--- src/rtl/camera_capture_ctrl_pkg.sv ---
// Shared types and defaults for the OV7670 capture controller.
// Holds the FSM encoding, frame geometry defaults and RGB332 helpers.
package camera_capture_ctrl_pkg;

   localparam int DEF_SCREEN_WIDTH  = 176;
   localparam int DEF_SCREEN_HEIGHT = 144;
   localparam int DEF_ADDR_W        = 15;
   localparam int DEF_SYNC_STAGES   = 2;

   typedef enum logic [1:0] {
      ST_IDLE  = 2'd0,
      ST_ARMED = 2'd1,
      ST_FRAME = 2'd2,
      ST_DONE  = 2'd3
   } cap_state_t;

   localparam logic [7:0] RGB332_BLACK = 8'h00;
   localparam logic [7:0] RGB332_WHITE = 8'hFF;
   localparam logic [7:0] RGB332_RED   = 8'hE0;
   localparam logic [7:0] RGB332_GREEN = 8'h1C;
   localparam logic [7:0] RGB332_BLUE  = 8'h03;

   // rg holds {R[2:0],G[2:0]} from the RGB565 high byte; B comes from the low byte.
   function automatic logic [7:0] rgb332_pack(input logic [5:0] rg, input logic [7:0] lo_byte);
      return {rg, lo_byte[4:3]};
   endfunction

endpackage

--- src/rtl/camera_capture_ctrl_if.sv ---
// Camera byte bus in, frame-buffer write port out.
// master = capture controller, slave = camera model / memory side.
interface camera_capture_ctrl_if #(
   parameter int ADDR_W = camera_capture_ctrl_pkg::DEF_ADDR_W
);
   logic              pclk;
   logic              href;
   logic              vsync;
   logic [7:0]        cam_data;
   logic [ADDR_W-1:0] w_addr;
   logic [7:0]        w_data;
   logic              w_en;

   modport master (
      input  pclk, href, vsync, cam_data,
      output w_addr, w_data, w_en
   );

   modport slave (
      output pclk, href, vsync, cam_data,
      input  w_addr, w_data, w_en
   );
endinterface

--- src/rtl/camera_capture_ctrl_sync_edge.sv ---
// Multi-flop synchroniser for one asynchronous camera signal,
// with rise/fall detection on the synchronised copy.
module cam_sync_edge #(
   parameter int STAGES = 2
) (
   input  logic clk,
   input  logic rst_n,
   input  logic d,
   output logic level,
   output logic rise,
   output logic fall
);
   logic [STAGES-1:0] sr;
   logic              prev;

   always_ff @(posedge clk or negedge rst_n) begin
      if (!rst_n) begin
         sr   <= '0;
         prev <= 1'b0;
      end else begin
         sr   <= {sr[STAGES-2:0], d};
         prev <= sr[STAGES-1];
      end
   end

   assign level = sr[STAGES-1];
   assign rise  = level & ~prev;
   assign fall  = ~level & prev;
endmodule

--- src/rtl/camera_capture_ctrl.sv ---
// OV7670 capture sequencer: synchronises the camera bus, packs RGB565 pairs
// into RGB332 and writes them frame-aligned into the frame buffer.
//
// state | meaning
// IDLE  | capture disabled
// ARMED | waiting for the start of a frame (VSYNC falling)
// FRAME | capturing lines into the frame buffer
// DONE  | one-cycle end-of-frame marker, FRAME_DONE high
module camera_capture_ctrl
   import camera_capture_ctrl_pkg::*;
#(
   parameter int SCREEN_WIDTH  = DEF_SCREEN_WIDTH,
   parameter int SCREEN_HEIGHT = DEF_SCREEN_HEIGHT,
   parameter int ADDR_W        = DEF_ADDR_W,
   parameter int SYNC_STAGES   = DEF_SYNC_STAGES
) (
   input  logic                  clk,
   input  logic                  rst_n,
   camera_capture_ctrl_if.master bus,
   input  logic                  capture_en,
   output logic                  frame_done,
   output logic                  line_err,
   output logic                  busy
);
   localparam int COL_W = $clog2(SCREEN_WIDTH + 1);
   localparam int ROW_W = $clog2(SCREEN_HEIGHT + 1);

   cap_state_t state, state_nxt;

   logic pclk_lvl, pclk_rise, pclk_fall;
   logic href_lvl, href_rise, href_fall;
   logic vsync_lvl, vsync_rise, vsync_fall;
   logic sync_unused;

   cam_sync_edge #(.STAGES(SYNC_STAGES)) u_sync_pclk (
      .clk(clk), .rst_n(rst_n), .d(bus.pclk),
      .level(pclk_lvl), .rise(pclk_rise), .fall(pclk_fall));

   cam_sync_edge #(.STAGES(SYNC_STAGES)) u_sync_href (
      .clk(clk), .rst_n(rst_n), .d(bus.href),
      .level(href_lvl), .rise(href_rise), .fall(href_fall));

   cam_sync_edge #(.STAGES(SYNC_STAGES)) u_sync_vsync (
      .clk(clk), .rst_n(rst_n), .d(bus.vsync),
      .level(vsync_lvl), .rise(vsync_rise), .fall(vsync_fall));

   assign sync_unused = ^{pclk_lvl, pclk_fall, href_rise};

   // Data follows the same number of flops as PCLK so it lines up with pclk_rise.
   logic [7:0] data_dly [SYNC_STAGES];
   logic [7:0] data_s;

   always_ff @(posedge clk or negedge rst_n) begin
      if (!rst_n) begin
         for (int i = 0; i < SYNC_STAGES; i++) data_dly[i] <= '0;
      end else begin
         data_dly[0] <= bus.cam_data;
         for (int i = 1; i < SYNC_STAGES; i++) data_dly[i] <= data_dly[i-1];
      end
   end

   assign data_s = data_dly[SYNC_STAGES-1];

   always_ff @(posedge clk or negedge rst_n) begin
      if (!rst_n) state <= ST_IDLE;
      else        state <= state_nxt;
   end

   always_comb begin
      state_nxt = state;
      case (state)
         ST_IDLE:  if (capture_en) state_nxt = ST_ARMED;
         ST_ARMED: begin
            if (!capture_en)     state_nxt = ST_IDLE;
            else if (vsync_fall) state_nxt = ST_FRAME;
         end
         ST_FRAME: if (vsync_rise) state_nxt = ST_DONE;
         ST_DONE:  state_nxt = capture_en ? ST_ARMED : ST_IDLE;
         default:  state_nxt = ST_IDLE;
      endcase
   end

   assign busy       = (state == ST_FRAME);
   assign frame_done = (state == ST_DONE);

   logic [COL_W-1:0]  col, col_eff;
   logic [ROW_W-1:0]  row;
   logic [ADDR_W-1:0] line_base;
   logic [ADDR_W-1:0] w_addr_q;
   logic [7:0]        w_data_q;
   logic              w_en_q;
   logic              phase, phase_eff;
   logic [5:0]        rg;
   logic              enter_frame, in_frame, byte_stb, pix_stb;
   logic              col_full, row_ok, pix_store, line_end, line_bad;

   assign enter_frame = (state == ST_ARMED) && (state_nxt == ST_FRAME);
   // A VSYNC rise ends the frame in this very cycle, so nothing is captured alongside it.
   assign in_frame    = (state == ST_FRAME) && !vsync_lvl;
   // HREF falling together with a byte still counts that byte as part of the line.
   assign byte_stb    = in_frame && (href_lvl || href_fall) && pclk_rise;
   assign pix_stb     = byte_stb && phase;
   assign col_full    = (col == COL_W'(SCREEN_WIDTH));
   assign row_ok      = (row < ROW_W'(SCREEN_HEIGHT));
   assign pix_store   = pix_stb && !col_full && row_ok;
   assign col_eff     = (pix_stb && !col_full) ? col + COL_W'(1) : col;
   assign phase_eff   = byte_stb ? ~phase : phase;
   assign line_end    = in_frame && href_fall;
   assign line_bad    = (col_eff != COL_W'(SCREEN_WIDTH)) || phase_eff;

   always_ff @(posedge clk or negedge rst_n) begin
      if (!rst_n) begin
         col       <= '0;
         row       <= '0;
         line_base <= '0;
         phase     <= 1'b0;
         rg        <= '0;
         w_addr_q  <= '0;
         w_data_q  <= '0;
         w_en_q    <= 1'b0;
         line_err  <= 1'b0;
      end else begin
         w_en_q <= 1'b0;
         if (enter_frame) begin
            col       <= '0;
            row       <= '0;
            line_base <= '0;
            phase     <= 1'b0;
            line_err  <= 1'b0;
         end else if (in_frame) begin
            if (byte_stb) begin
               phase <= ~phase;
               if (!phase) rg <= {data_s[7:5], data_s[2:0]};
            end
            if (pix_store) begin
               w_en_q   <= 1'b1;
               w_addr_q <= line_base + ADDR_W'(col);
               w_data_q <= rgb332_pack(rg, data_s);
            end
            if (pix_stb && !col_full) col <= col + COL_W'(1);
            if (pix_stb && col_full)  line_err <= 1'b1;
            if (line_end) begin
               col   <= '0;
               phase <= 1'b0;
               if (line_bad) line_err <= 1'b1;
               if (row_ok) begin
                  row       <= row + ROW_W'(1);
                  line_base <= line_base + ADDR_W'(SCREEN_WIDTH);
               end
            end
         end
      end
   end

   assign bus.w_addr = w_addr_q;
   assign bus.w_data = w_data_q;
   assign bus.w_en   = w_en_q;
endmodule

--- src/flat_wrapper.sv ---
// flat-port wrapper written by rule: the top's interface ports become plain ports
module camera_capture_ctrl_flat import camera_capture_ctrl_pkg::*;
#(
   parameter int SCREEN_WIDTH  = DEF_SCREEN_WIDTH,
   parameter int SCREEN_HEIGHT = DEF_SCREEN_HEIGHT,
   parameter int ADDR_W        = DEF_ADDR_W,
   parameter int SYNC_STAGES   = DEF_SYNC_STAGES
)
  (clk, rst_n, capture_en, frame_done, line_err, busy, bus_pclk, bus_href, bus_vsync, bus_cam_data, bus_w_addr, bus_w_data, bus_w_en);
  camera_capture_ctrl_if #(.ADDR_W(ADDR_W)) bus_i ();
  input  logic clk;
  input  logic rst_n;
  input  logic capture_en;
  output logic frame_done;
  output logic line_err;
  output logic busy;
  input wire logic [$bits(bus_i.pclk)-1:0] bus_pclk;
  input wire logic [$bits(bus_i.href)-1:0] bus_href;
  input wire logic [$bits(bus_i.vsync)-1:0] bus_vsync;
  input wire logic [$bits(bus_i.cam_data)-1:0] bus_cam_data;
  output wire logic [$bits(bus_i.w_addr)-1:0] bus_w_addr;
  output wire logic [$bits(bus_i.w_data)-1:0] bus_w_data;
  output wire logic [$bits(bus_i.w_en)-1:0] bus_w_en;
  assign bus_i.pclk = bus_pclk;
  assign bus_i.href = bus_href;
  assign bus_i.vsync = bus_vsync;
  assign bus_i.cam_data = bus_cam_data;
  assign bus_w_addr = bus_i.w_addr;
  assign bus_w_data = bus_i.w_data;
  assign bus_w_en = bus_i.w_en;
  camera_capture_ctrl #(.SCREEN_WIDTH(SCREEN_WIDTH), .SCREEN_HEIGHT(SCREEN_HEIGHT), .ADDR_W(ADDR_W), .SYNC_STAGES(SYNC_STAGES)) u_core (.clk(clk), .rst_n(rst_n), .bus(bus_i), .capture_en(capture_en), .frame_done(frame_done), .line_err(line_err), .busy(busy));
endmodule
--- config.mk ---
export PLATFORM = sky130hd
export DESIGN_NAME = camera_capture_ctrl_flat
export DESIGN_NICKNAME = d
export VERILOG_FILES = /design/src/rtl/camera_capture_ctrl_pkg.sv /design/src/rtl/camera_capture_ctrl_if.sv /design/src/rtl/camera_capture_ctrl_sync_edge.sv /design/src/rtl/camera_capture_ctrl.sv /design/src/flat_wrapper.sv
export SDC_FILE = /design/constraint.sdc
export NUM_CORES = 1
export LEC_CHECK = 0
export ABC_AREA = 1
export ABC_CLOCK_PERIOD_IN_PS = 2730
export CAP_MARGIN = 30
export CORE_MARGIN = 1.5
export CORE_UTILIZATION = 50
export DETAILED_ROUTE_END_ITERATION = 6
export GPL_ROUTABILITY_DRIVEN = 0
export PLACE_DENSITY = 0.82
export SETUP_SLACK_MARGIN = 0.4
export SLEW_MARGIN = 25
export SYNTH_ARGS = -nofsm -noshare
export SYNTH_HDL_FRONTEND = slang
export SYNTH_SLANG_ARGS = --single-unit
--- constraint.sdc ---
create_clock -name clk -period 2.73 [get_ports clk]
set_clock_uncertainty 0.2 [all_clocks]
set_input_delay 0.6825 -clock clk [delete_from_list [all_inputs] [get_ports clk]]
set_output_delay 0.6825 -clock clk [all_outputs]
set_load 0.05 [all_outputs]
==> summary.md <==
| Metric | Value |
|---|---|
| Status | complete, no violations |
| Clock share of power | 28.1% |
| Area Overhead vs Synth | 20.0% |
| RSZ-0062 raised after global routing | true |
| Relative slew slack | 65.7% |
| #FFs+latches synth | 86 |
| Drt pass-1 iters | 7 |
| Num CTS Buffers | 9 |
| DR iter-0 viols | 154 |
| Routed Antenna Nets | 0 |
| Fmax | 438 MHz |
| Antenna diodes | 0 |
| Worst path arrival time | 2.35 ns |
| Chip height | 90.3 µm |
| Die extent in x | about 90 µm |
| Fillers | slightly above 600 |
| Routed len/inst | between 10 and 15 µm |
| Initial Utilization | 52.2% |
| Clk slew on worst S/H paths | 0.09 ns |
| Met3 Wirelength | 349 µm |
| Commonest cells after routing, fill and taps aside | nand2_1 (106), dfrtp_1 (86), inv_1 (49) |
| Layout cells sized above 1 | around an eighth |
| Worst min-delay path category | input port to async pin |
| Worst-Skew Late Latency | 0.37 ns |
| Post-synthesis sequential area ratio | 56.5% |
| Top layer in use | met4 |
| WP data required | 2.79 ns |
| DRC violations left | 0 |
| Critical path type | flop to flop |
| CTS H-tree depth | 3 |
| Vias | 2908 |
| Vias in the first global route | 2920 |
| Num rows | 31 |
| Finished Cell Area | 4570 µm² |
| TNS Setup | 0 ns |
| Most common cell after layout, fill and taps aside | nand2_1 |
| Dpl hpwl | 5.24 mm |
| Worst setup EP type | flop |
| Clock buffer depth | 2 |
| Worst-Margin Slew | slightly above 0.5 ns |
| IO Pins | 41 |
| Largest net degree at the start of global routing | between 50 and 60 |
| Combinational share of power | a little under a quarter |
| Clock period minus worst slack | 2.29 ns |
| Die ar. | 8150 µm² |
| Root buffer cell | clkbuf_8 |
| Avg Vias per Cell | about 5.1 |
| CTS tree | built |
| Final Setup Violations | 0 |
| Leak pwr | roughly 2.3 nW |
| Antenna violations before repair | 0 |
| WL met1 | between 3 and 4 mm |
| Met2 WL | 3.80 mm |
| Post-Syn Nets | 439 |
| GRT Residual Overflow | 0 |
| Critical path fanouts, max | 6 |
| Int Power | 2.19 mW |
| Post-synth design cell area | 3810 µm² |
| Final period util | 83.7% |
| Cells after Synth | around 420 |
| Flop pwr share | between 40% and 50% |
| Slew Viols, Final | 0 |
| GRT Util Overall | between 10% and 20% |
| Multi-input gate area | 1440 µm² |
| Sw power | 1.15 mW |
| Core box area | 7290 µm² |
| Synth Area per Inst | between 9 and 10 µm² |
| Total power | 3.34 mW |
| Post-Place Cell Area | ~4300 µm² |
| First-pass GRT wire length | 12.7 mm |
| Register area | 2150 µm² |
| Syn. warnings | 0 |
| Yosys cell types | 34 |
| Clock sinks | 86 |
| Max Cap Viol | 0 |
| Critical Path Source Type | flop |
| Fin. Hold Viols | 0 |
| Nets | 492 |
| Port-buffer cells | 40 |
| Net Sw Frac | approximately 34% |
| Power per standard cell area | 731 nW/µm² |
| Drt total wl | 7.51 mm |
| Peak supply drop | 0.343 mV |
==> critical path, cell delays in order (launching register included) <==
cell	delay, ns
dfrtp_1	0.40
inv_2	0.07
nand2_2	0.07
nor2_4	0.13
o21ai_1	0.08
nor3_2	0.19
ha_2	0.30
nand2_4	0.13
nand2_1	0.08
nand2_1	0.07
nor2_1	0.11
nand2_1	0.07
o21ai_1	0.13
nand2_1	0.06
nand2_1	0.05
nand2_1	0.04
==> state kept, by name, indices dropped and copies added (netlist names), 2 cells and up <==
register                cells
u_core.rg                   6
u_core.u_sync_pclk.sr       2
u_core.data_s               8
u_core.u_sync_vsync.sr      2
u_core.row                  8
u_core.bus.w_data           8
u_core.u_sync_href.sr       2
u_core.col                  8
u_core.bus.w_addr          15
u_core.data_dly             8
u_core.state                2
u_core.line_base           11
==> final timing paths <==
path,startpoint,end,slack [ns],cells after the start
min reg2reg,u_core.data_dly[9],u_core.data_s[1],0.15,0
max,u_core.state[0],u_core.line_err,0.44,15
max reg2reg,u_core.state[0],u_core.line_err,0.44,15
max in group asynchronous,rst_n,u_core.row[4],1.68,2
min in group clk,u_core.data_dly[9],u_core.data_s[1],0.15,0
min,rst_n,u_core.col[2],0.04,1
==> kinds of logic (layout without fill, tap and decap cells) <==
logic type      count (synthesis)  in the layout  share of synthesized area [%]
compound gates                 63             63                           9.23
xor+xnor                        6              6                           1.38
fa+ha+maj                       9              9                           2.96
buf+inv                        60            117                           6.64
flops                          86             86                           56.5
simple gates                  192            193                           23.3
==> per-layer routing <==
metal | up-vias | track usage [%]
met5 | - | 0
met4 | 0 | 12.3
met3 | 14 | 3.20
met2 | 78 | 32.4
met1 | 1383 | 24.2
li1 | 1433 | -
==> synth_stat cells, drive strengths merged <==
master	count	area share, %
ha	9	3.0
dfrtp	86	57
buf	6	1.3
o31ai	2	0.66
xor2	3	0.69
inv	52	5.1
clkinv	2	0.23
nor4	1	0.16
a21o	1	0.20
o21ai	38	5.2
xnor2	3	0.69
nor3b	2	0.39
o221ai	1	0.23
nand3	22	3.4
nor2	40	5.2
a31oi	1	0.16
o22ai	5	0.82
a21oi	15	2.0
nor3	10	2.2
nand2	117	12
==> stage by stage <==
stage               setup slack [ns]  instances  hold slack, ns  util [%]
floorplan                      0.557        416           0.131         -
global placement               0.339        551           0.131      59.1
detailed placement             0.275        551           0.135      59.1
CTS                            0.283        567          0.0457      61.7
global route                   0.310        573          0.0638      62.7
finish                         0.445        573          0.0390      62.7
==> repair_timing <==
item	in CTS	in global routing
resized for setup	30	12
pin swaps	0	7
hold buffers	0	0
cloned	0	1
buffers inserted	0	5
setup endpoints to repair	51	25
==> final cells by class <==
cell class,count,share of cell area [%]
well taps,99,2.71
clock inverters,7,1.89
inverters,54,4.57
repair buffers,47,9.58
clock buffers,9,2.71
flip-flops and latches,86,47.1
multi-input cells,271,31.4
==> power groups by stage <==
stage	clock network, mW	logic (mW)	registers (mW)
floorplan	0	0.545	1.62
global placement	0	0.722	1.63
detailed placement	0	0.760	1.64
CTS	0.964	0.759	1.61
global route	1.01	0.888	1.65
finish	0.939	0.784	1.62
(Power assumes the default switching activity.)
